===== config.mk =====
export PLATFORM = sky130hd
export DESIGN_NAME = led_g_rand_source
export DESIGN_NICKNAME = d
export VERILOG_FILES = /design/src/rtl/led_rand_pkg.sv /design/src/rtl/led_rand_lane.sv /design/src/rtl/led_g_rand_source.sv
export SDC_FILE = /design/constraint.sdc
export NUM_CORES = 1
export LEC_CHECK = 0
export ABC_AREA = 1
export ABC_CLOCK_PERIOD_IN_PS = 9100
export CORE_MARGIN = 2
export CORE_UTILIZATION = 45
export CTS_BUF_LIST = sky130_fd_sc_hd__clkbuf_4
export DETAILED_ROUTE_END_ITERATION = 6
export HOLD_SLACK_MARGIN = 0.03
export PLACE_DENSITY_LB_ADDON = 0.25
export SKIP_LAST_GASP = 1
export SYNTH_ARGS = -nofsm -noshare
export SYNTH_HDL_FRONTEND = slang
export SYNTH_SLANG_ARGS = --single-unit

===== constraint.sdc =====
create_clock -name clk -period 9.1 [get_ports clk]
set_input_delay 0.91 -clock clk [delete_from_list [all_inputs] [get_ports clk]]
set_output_delay 0.91 -clock clk [all_outputs]
set_load 0.03 [all_outputs]

===== src/rtl/led_rand_pkg.sv =====
// Shared constants and LFSR step for the LED G-stage randomness source.
// Health monitoring is enabled with LED_RAND_HEALTH_EN.
package led_rand_pkg;

  localparam int LANE_W = 32;
  localparam logic [LANE_W-1:0] LFSR_TAPS = 32'h80200003;
  localparam logic [LANE_W-1:0] ZERO_SEED_SUB = 32'h1;

  localparam int RAND_PER_SBOX = 18;
  localparam int R1_OFF = 0;
  localparam int R2_OFF = 6;
  localparam int R3_OFF = 12;

  localparam logic [1:0] ST_IDLE = 2'd0;
  localparam logic [1:0] ST_LOAD = 2'd1;
  localparam logic [1:0] ST_WARM = 2'd2;
  localparam logic [1:0] ST_RUN  = 2'd3;

  // One advance = 32 Galois steps, so every lane bit is replaced.
  function automatic logic [LANE_W-1:0] lfsr_adv(
    input logic [LANE_W-1:0] s
  );
    logic [LANE_W-1:0] v;
    v = s;
    for (int i = 0; i < LANE_W; i++) begin
      v = {1'b0, v[LANE_W-1:1]}
        ^ (v[0] ? LFSR_TAPS : '0);
    end
    return v;
  endfunction

endpackage


===== src/rtl/led_rand_lane.sv =====
// One seeded 32-bit Galois LFSR lane with load and advance.
// Load has priority over advance; a zero seed is substituted.
module led_rand_lane
  import led_rand_pkg::*;
(
  input  logic              clk,
  input  logic              rst,
  input  logic              load,
  input  logic [LANE_W-1:0] word,
  input  logic              adv,
  output logic [LANE_W-1:0] q
);

  logic [LANE_W-1:0] nxt;

  assign nxt = lfsr_adv(q);

  always_ff @(posedge clk or posedge rst) begin
    if (rst) begin
      q <= '0;
    end else if (load) begin
      q <= (word == '0) ? ZERO_SEED_SUB : word;
    end else if (adv) begin
      q <= nxt;
    end
  end

endmodule


===== src/rtl/led_g_rand_source.sv =====
// Mask source for the 3-share LED G stage: seed, warm up, advance on demand.
// Optional LED_RAND_HEALTH_EN adds per-lane repetition checks and health_err.
module led_g_rand_source
  import led_rand_pkg::*;
#(
  parameter int NUM_SBOX = 16,
  parameter int NUM_LANE = 9,
  parameter int WARMUP   = 4
) (
  input  logic                            clk,
  input  logic                            rst,
  input  logic                            seed_start,
  input  logic                            seed_valid,
  output logic                            seed_ready,
  input  logic [LANE_W-1:0]               seed_word,
  input  logic                            rand_req,
  output logic                            rand_valid,
  output logic [NUM_SBOX*RAND_PER_SBOX-1:0] rand_o,
  output logic                            busy
`ifdef LED_RAND_HEALTH_EN
  ,
  output logic                            health_err
`endif
);

  localparam int RW = NUM_SBOX * RAND_PER_SBOX;
  localparam int CW = $clog2(NUM_LANE);
  localparam int WW = $clog2(WARMUP + 1);
  localparam logic [CW-1:0] CNT_LAST = CW'(NUM_LANE - 1);
  localparam logic [WW-1:0] WARM_LAST = WW'(WARMUP - 1);

  logic [1:0]                 state;
  logic [CW-1:0]              cnt;
  logic [WW-1:0]              warm;
  logic [NUM_LANE*LANE_W-1:0] flat;
  logic                       adv;
  logic                       run;

  assign run = (state == ST_RUN);
  assign seed_ready = (state == ST_LOAD);
  assign busy = (state == ST_LOAD) || (state == ST_WARM);
  assign rand_o = flat[RW-1:0];

`ifdef LED_RAND_HEALTH_EN
  assign rand_valid = run && !health_err;
`else
  assign rand_valid = run;
`endif

  // A restart request always wins over advancing.
  assign adv = !seed_start
    && ((state == ST_WARM) || (rand_valid && rand_req));

  always_ff @(posedge clk or posedge rst) begin
    if (rst) begin
      state <= ST_IDLE;
      cnt   <= '0;
      warm  <= '0;
    end else begin
      unique case (state)
        ST_IDLE: begin
          if (seed_start) begin
            state <= ST_LOAD;
            cnt   <= '0;
          end
        end
        ST_LOAD: begin
          if (seed_start) begin
            cnt <= '0;
          end else if (seed_valid) begin
            if (cnt == CNT_LAST) begin
              cnt   <= '0;
              warm  <= '0;
              state <= ST_WARM;
            end else begin
              cnt <= cnt + 1'b1;
            end
          end
        end
        ST_WARM: begin
          if (seed_start) begin
            state <= ST_LOAD;
            cnt   <= '0;
            warm  <= '0;
          end else if (warm == WARM_LAST) begin
            warm  <= '0;
            state <= ST_RUN;
          end else begin
            warm <= warm + 1'b1;
          end
        end
        ST_RUN: begin
          if (seed_start) begin
            state <= ST_LOAD;
            cnt   <= '0;
          end
        end
        default: state <= ST_IDLE;
      endcase
    end
  end

  for (genvar i = 0; i < NUM_LANE; i++) begin : g_lane
    logic ld;
    assign ld = seed_ready && seed_valid && !seed_start
      && (cnt == CW'(i));
    led_rand_lane u_lane (
      .clk  (clk),
      .rst  (rst),
      .load (ld),
      .word (seed_word),
      .adv  (adv),
      .q    (flat[i*LANE_W +: LANE_W])
    );
  end

`ifdef LED_RAND_HEALTH_EN
  logic                run_adv_d;
  logic [NUM_LANE-1:0] hit;

  always_ff @(posedge clk or posedge rst) begin
    if (rst) begin
      run_adv_d <= 1'b0;
    end else begin
      run_adv_d <= adv && run;
    end
  end

  // prev holds the pre-advance value; compare once the new one lands.
  for (genvar i = 0; i < NUM_LANE; i++) begin : g_health
    logic [2:0]        rep;
    logic [LANE_W-1:0] prev;
    logic [LANE_W-1:0] cur;
    assign cur = flat[i*LANE_W +: LANE_W];
    assign hit[i] = (rep >= 3'd3);
    always_ff @(posedge clk or posedge rst) begin
      if (rst) begin
        rep  <= '0;
        prev <= '0;
      end else begin
        if (adv) prev <= cur;
        if (seed_start) begin
          rep <= '0;
        end else if (run_adv_d) begin
          if (cur != prev) rep <= '0;
          else if (rep != 3'd7) rep <= rep + 3'd1;
        end
      end
    end
  end

  always_ff @(posedge clk or posedge rst) begin
    if (rst) begin
      health_err <= 1'b0;
    end else if (seed_start) begin
      health_err <= 1'b0;
    end else if (|hit) begin
      health_err <= 1'b1;
    end
  end
`endif

endmodule


==> implementation parameters <==
Parameter                              Value

Run status
  Result of the run    completed

Worst setup path
  Reg2Reg Depth    39
  Library cell appearing most often on the critical path    nand3_1
  Worst setup path category    flop to flop
  Arr. time, crit path    about 6.6 ns
  Required time of the critical path    roughly 9.8 ns
  Critical Path Max Stage Delay    roughly 0.60 ns
  Crit-path max FO    8
  Capture instance of the worst register-to-register path    g_lane[7].u_lane.q[1]
  Cell with the largest stage delay on the worst path    dfrtp_1
  Register-to-register path setup slack    ~3.2 ns
  Startpoint kind of the worst setup timing path    flop
  Reg2Reg Launch Point    g_lane[7].u_lane.q[0]
  CP endpoint kind    flop

Floorplan
  Area of the die    roughly 60000 um2
  CORE AREA    between 50000 and 60000 um2
  Overall die width    between 200 and 250 um
  Cell Rows    88
  Io pins    328
  Starting Density    approximately 45%
  Die boundary height    244 um

Clocking
  Skew-Pair Late Insertion Delay    just under 0.9 ns
  Number of levels the H-tree was split into    3
  Number of hold buffers added after CTS    0
  Longest Clk Path Bufs    3
  Num CTS Buffers    between 90 and 100
  Post-CTS setup-driven buffer insertion count    0
  Clock tree from TritonCTS    done
  Post-cts sizing count    0
  Clock input transition at the sequential cells of the worst setup and hold paths    approximately 0.070 ns
  Clock Sink Count    between 200 and 300
  Root buffer cell    clkbuf_4

Min path
  WHS Endpoint    warm[0]
  Cells on Worst Hold Path    1
  Startpoint of the worst hold path    warm[0]
  Tightest Hold Check Type    flop to flop

Synthesis
  Sequential share of the synthesized area    around 29%
  Leading register cell type out of synthesis    dfrtp_1
  Ys Warns    0
  Adder and majority cell fraction of the synthesized area    less than 1%
  Cell with the most instances after synthesis    nand2_1
  Mapped Avg Cell Area    between 7 and 8 um2
  Commonest cells post-synth    nand2_1, nand3_1, inv_1, dfrtp_1, nand2_2
  Count of flip-flops with a built-in enable after synthesis    0
  Area share of xor/xnor cells in the synthesized design    14.6%
  Dominant combinational cell family by area after synthesis    simple AND/OR/NAND/NOR gates
  Area of the mapped netlist    about 26000 um2
  Leading cell types by total area after synthesis    dfrtp_1, nand2_1, nand3_1, o221ai_1, inv_1
  Proportion of netlist area held by the largest area contributor    28.6%
  Synth Net Count    between 3k and 4k
  Synth Instances    roughly 3.5k
  Register bit total from synthesis    ~300
  Post-synthesis cell type count    56
  Simple-gate portion of the synthesized area    35.9%
  Mux share of post-synthesis cell area    0%
  Cell type with the highest aggregate area in the netlist    dfrtp_1
  Synthesized-area fraction occupied by ao, oa, aoi and oai cells    between 10% and 20%
  Share of synthesized registers carrying an async set or reset    100%

Global routing
  Number of global-route vias before repair    ~25k
  Met3 Usage GRT    around 7.5%
  Largest net degree at the start of global routing    ~150
  GRT Resource Usage Total    about a third
  Total global routing overflow    0
  Most utilized layer in the global route result    met2
  Global routing met1 resource utilization    a little over two fifths
  Wire length of the first global-routing pass    153 mm
  Met2 Usage GRT    between 50 and 60%
  Initial antenna violation count    4

Placed design
  Area of placed instances    30100 um2
  HPWL after detailed placement    74.6 mm
  Weighted congestion at the end of routability-driven global placement    0.986
  Count of input and output buffers    ~330
  Placed Cells    around 4.6k

Flow run
  Max-cap viol count    0

Timing
  Transition time of the tightest slew-check pin    1.14 ns
  Setup repair after global routing missed its margin    no
  Worst clock skew on the final layout    between 0.07 and 0.08 ns
  F_max    0.169 GHz
  Worst hold slack across all endpoints    between 0.5 and 0.6 ns
  Slew margin rel.    around a quarter
  Final Cycle Share    roughly 65%
  Final hold violation count    0
  Final sum of negative setup slack    0 ns
  Total setup violations reported at the end of the flow    0
  Number of max-slew violations in the final report    0
  Post-route minimum period    around 5.9 ns

Drt
  Ratio of routed vias to standard cells    5.59
  DRT antenna net count    0
  First-pass iteration count of the detailed router    6
  Routed WL    103 mm
  Post-route DRC violation count    0
  Detailed-route via count    26.6k
  Per-cell routed wire length    about 22 um
  Count of routing violations after the opening detailed-route iteration    between 2k and 3k

Finish
  Combined area of the multi-input logic cells    16100 um2
  Fin cells    ~4.7k
  Fraction of final layout cells with drive strength greater than 1    approximately 15%
  Sequential cell area    approximately 7400 um2
  Fill cell count    5522
  Layout net count    roughly 4.0k
  Area added between synthesis and finish    20.3%
  Finished Cell Area    roughly 31000 um2
## flip-flops by register name, indices dropped and copies added (netlist names)
register and count:
g_lane.u_lane.q 288, state 2, warm 3, cnt 4
## final cells by class
class	instances	area share, %
clock inverters	40	0.848
repair buffers	369	11.5
inverters	532	6.41
multi-input cells	2626	51.6
clock buffers	116	2.79
flip-flops and latches	297	23.8
well taps	765	3.06
diodes	2	0.0160
## critical path: cells and delay by family, from the launching register on
family | cells | cell delay, ns
simple gates | 35 | 4.44
xor+xnor | 1 | 0.37
buf+inv | 3 | 0.35
flops | 1 | 0.60
## how the worst max path moves through the flow
stage | from | end | slack [ns]
6_report | g_lane[7].u_lane.q[0] | g_lane[7].u_lane.q[1] | 3.18
5_1_grt | g_lane[7].u_lane.q[0] | g_lane[7].u_lane.q[21] | 2.43
3_3_place_gp | g_lane[7].u_lane.q[0] | g_lane[7].u_lane.q[20] | 3.21
3_5_place_dp | g_lane[7].u_lane.q[0] | g_lane[7].u_lane.q[20] | 3.27
4_1_cts | g_lane[7].u_lane.q[0] | g_lane[7].u_lane.q[20] | 3.26
2_1_floorplan | rst | cnt[0] | 4.24
## layout by cell type, fill, tap and decap left out, types with 17 or more instances in the layout
cell,Yosys,routed
nand2_1,959,959
nand3_1,515,515
inv_1,467,466
clkdlybuf4s50_1,0,327
dfrtp_1,297,297
nand2_2,233,233
o221ai_1,217,217
xor2_1,175,175
clkbuf_4,0,116
nor2_1,60,60
o21ai_0,60,60
nand3_2,53,53
xnor3_1,49,49
clkinv_1,17,48
inv_2,46,47
nand2_4,42,42
buf_4,3,41
xnor2_1,40,40
a21oi_1,35,34
o211ai_1,26,26
nand3b_1,20,20
o22ai_1,17,17
xor2_2,17,17
## metal layers
layer,part of all wire (%),vias up,routed length (um)
met5,0.013,-,13
met4,6.4,2,6600
met3,9.2,294,9460
met2,44,1227,44900
met1,41,12500,41700
li1,-,12500,-
## stage by stage
stage / setup slack, ns / utilization, %
floorplan: 4.24 / -
detailed placement: 3.27 / 52.5
global route: 2.43 / 54.5
CTS: 3.26 / 54.5
finish: 3.18 / 54.5
global placement: 3.21 / 52.5
## cells by family (layout without fill, tap and decap cells)
family | count (synthesis) | after routing
compound gates | 384 | 384
simple gates | 1929 | 1929
fa+ha+maj | 9 | 9
flops | 297 | 297
buf+inv | 617 | 1057
other cells | 0 | 2
xor+xnor | 304 | 304
Power is not shown: default switching activity piles up to over one toggle a cycle in this logic, so the estimate is an artifact.
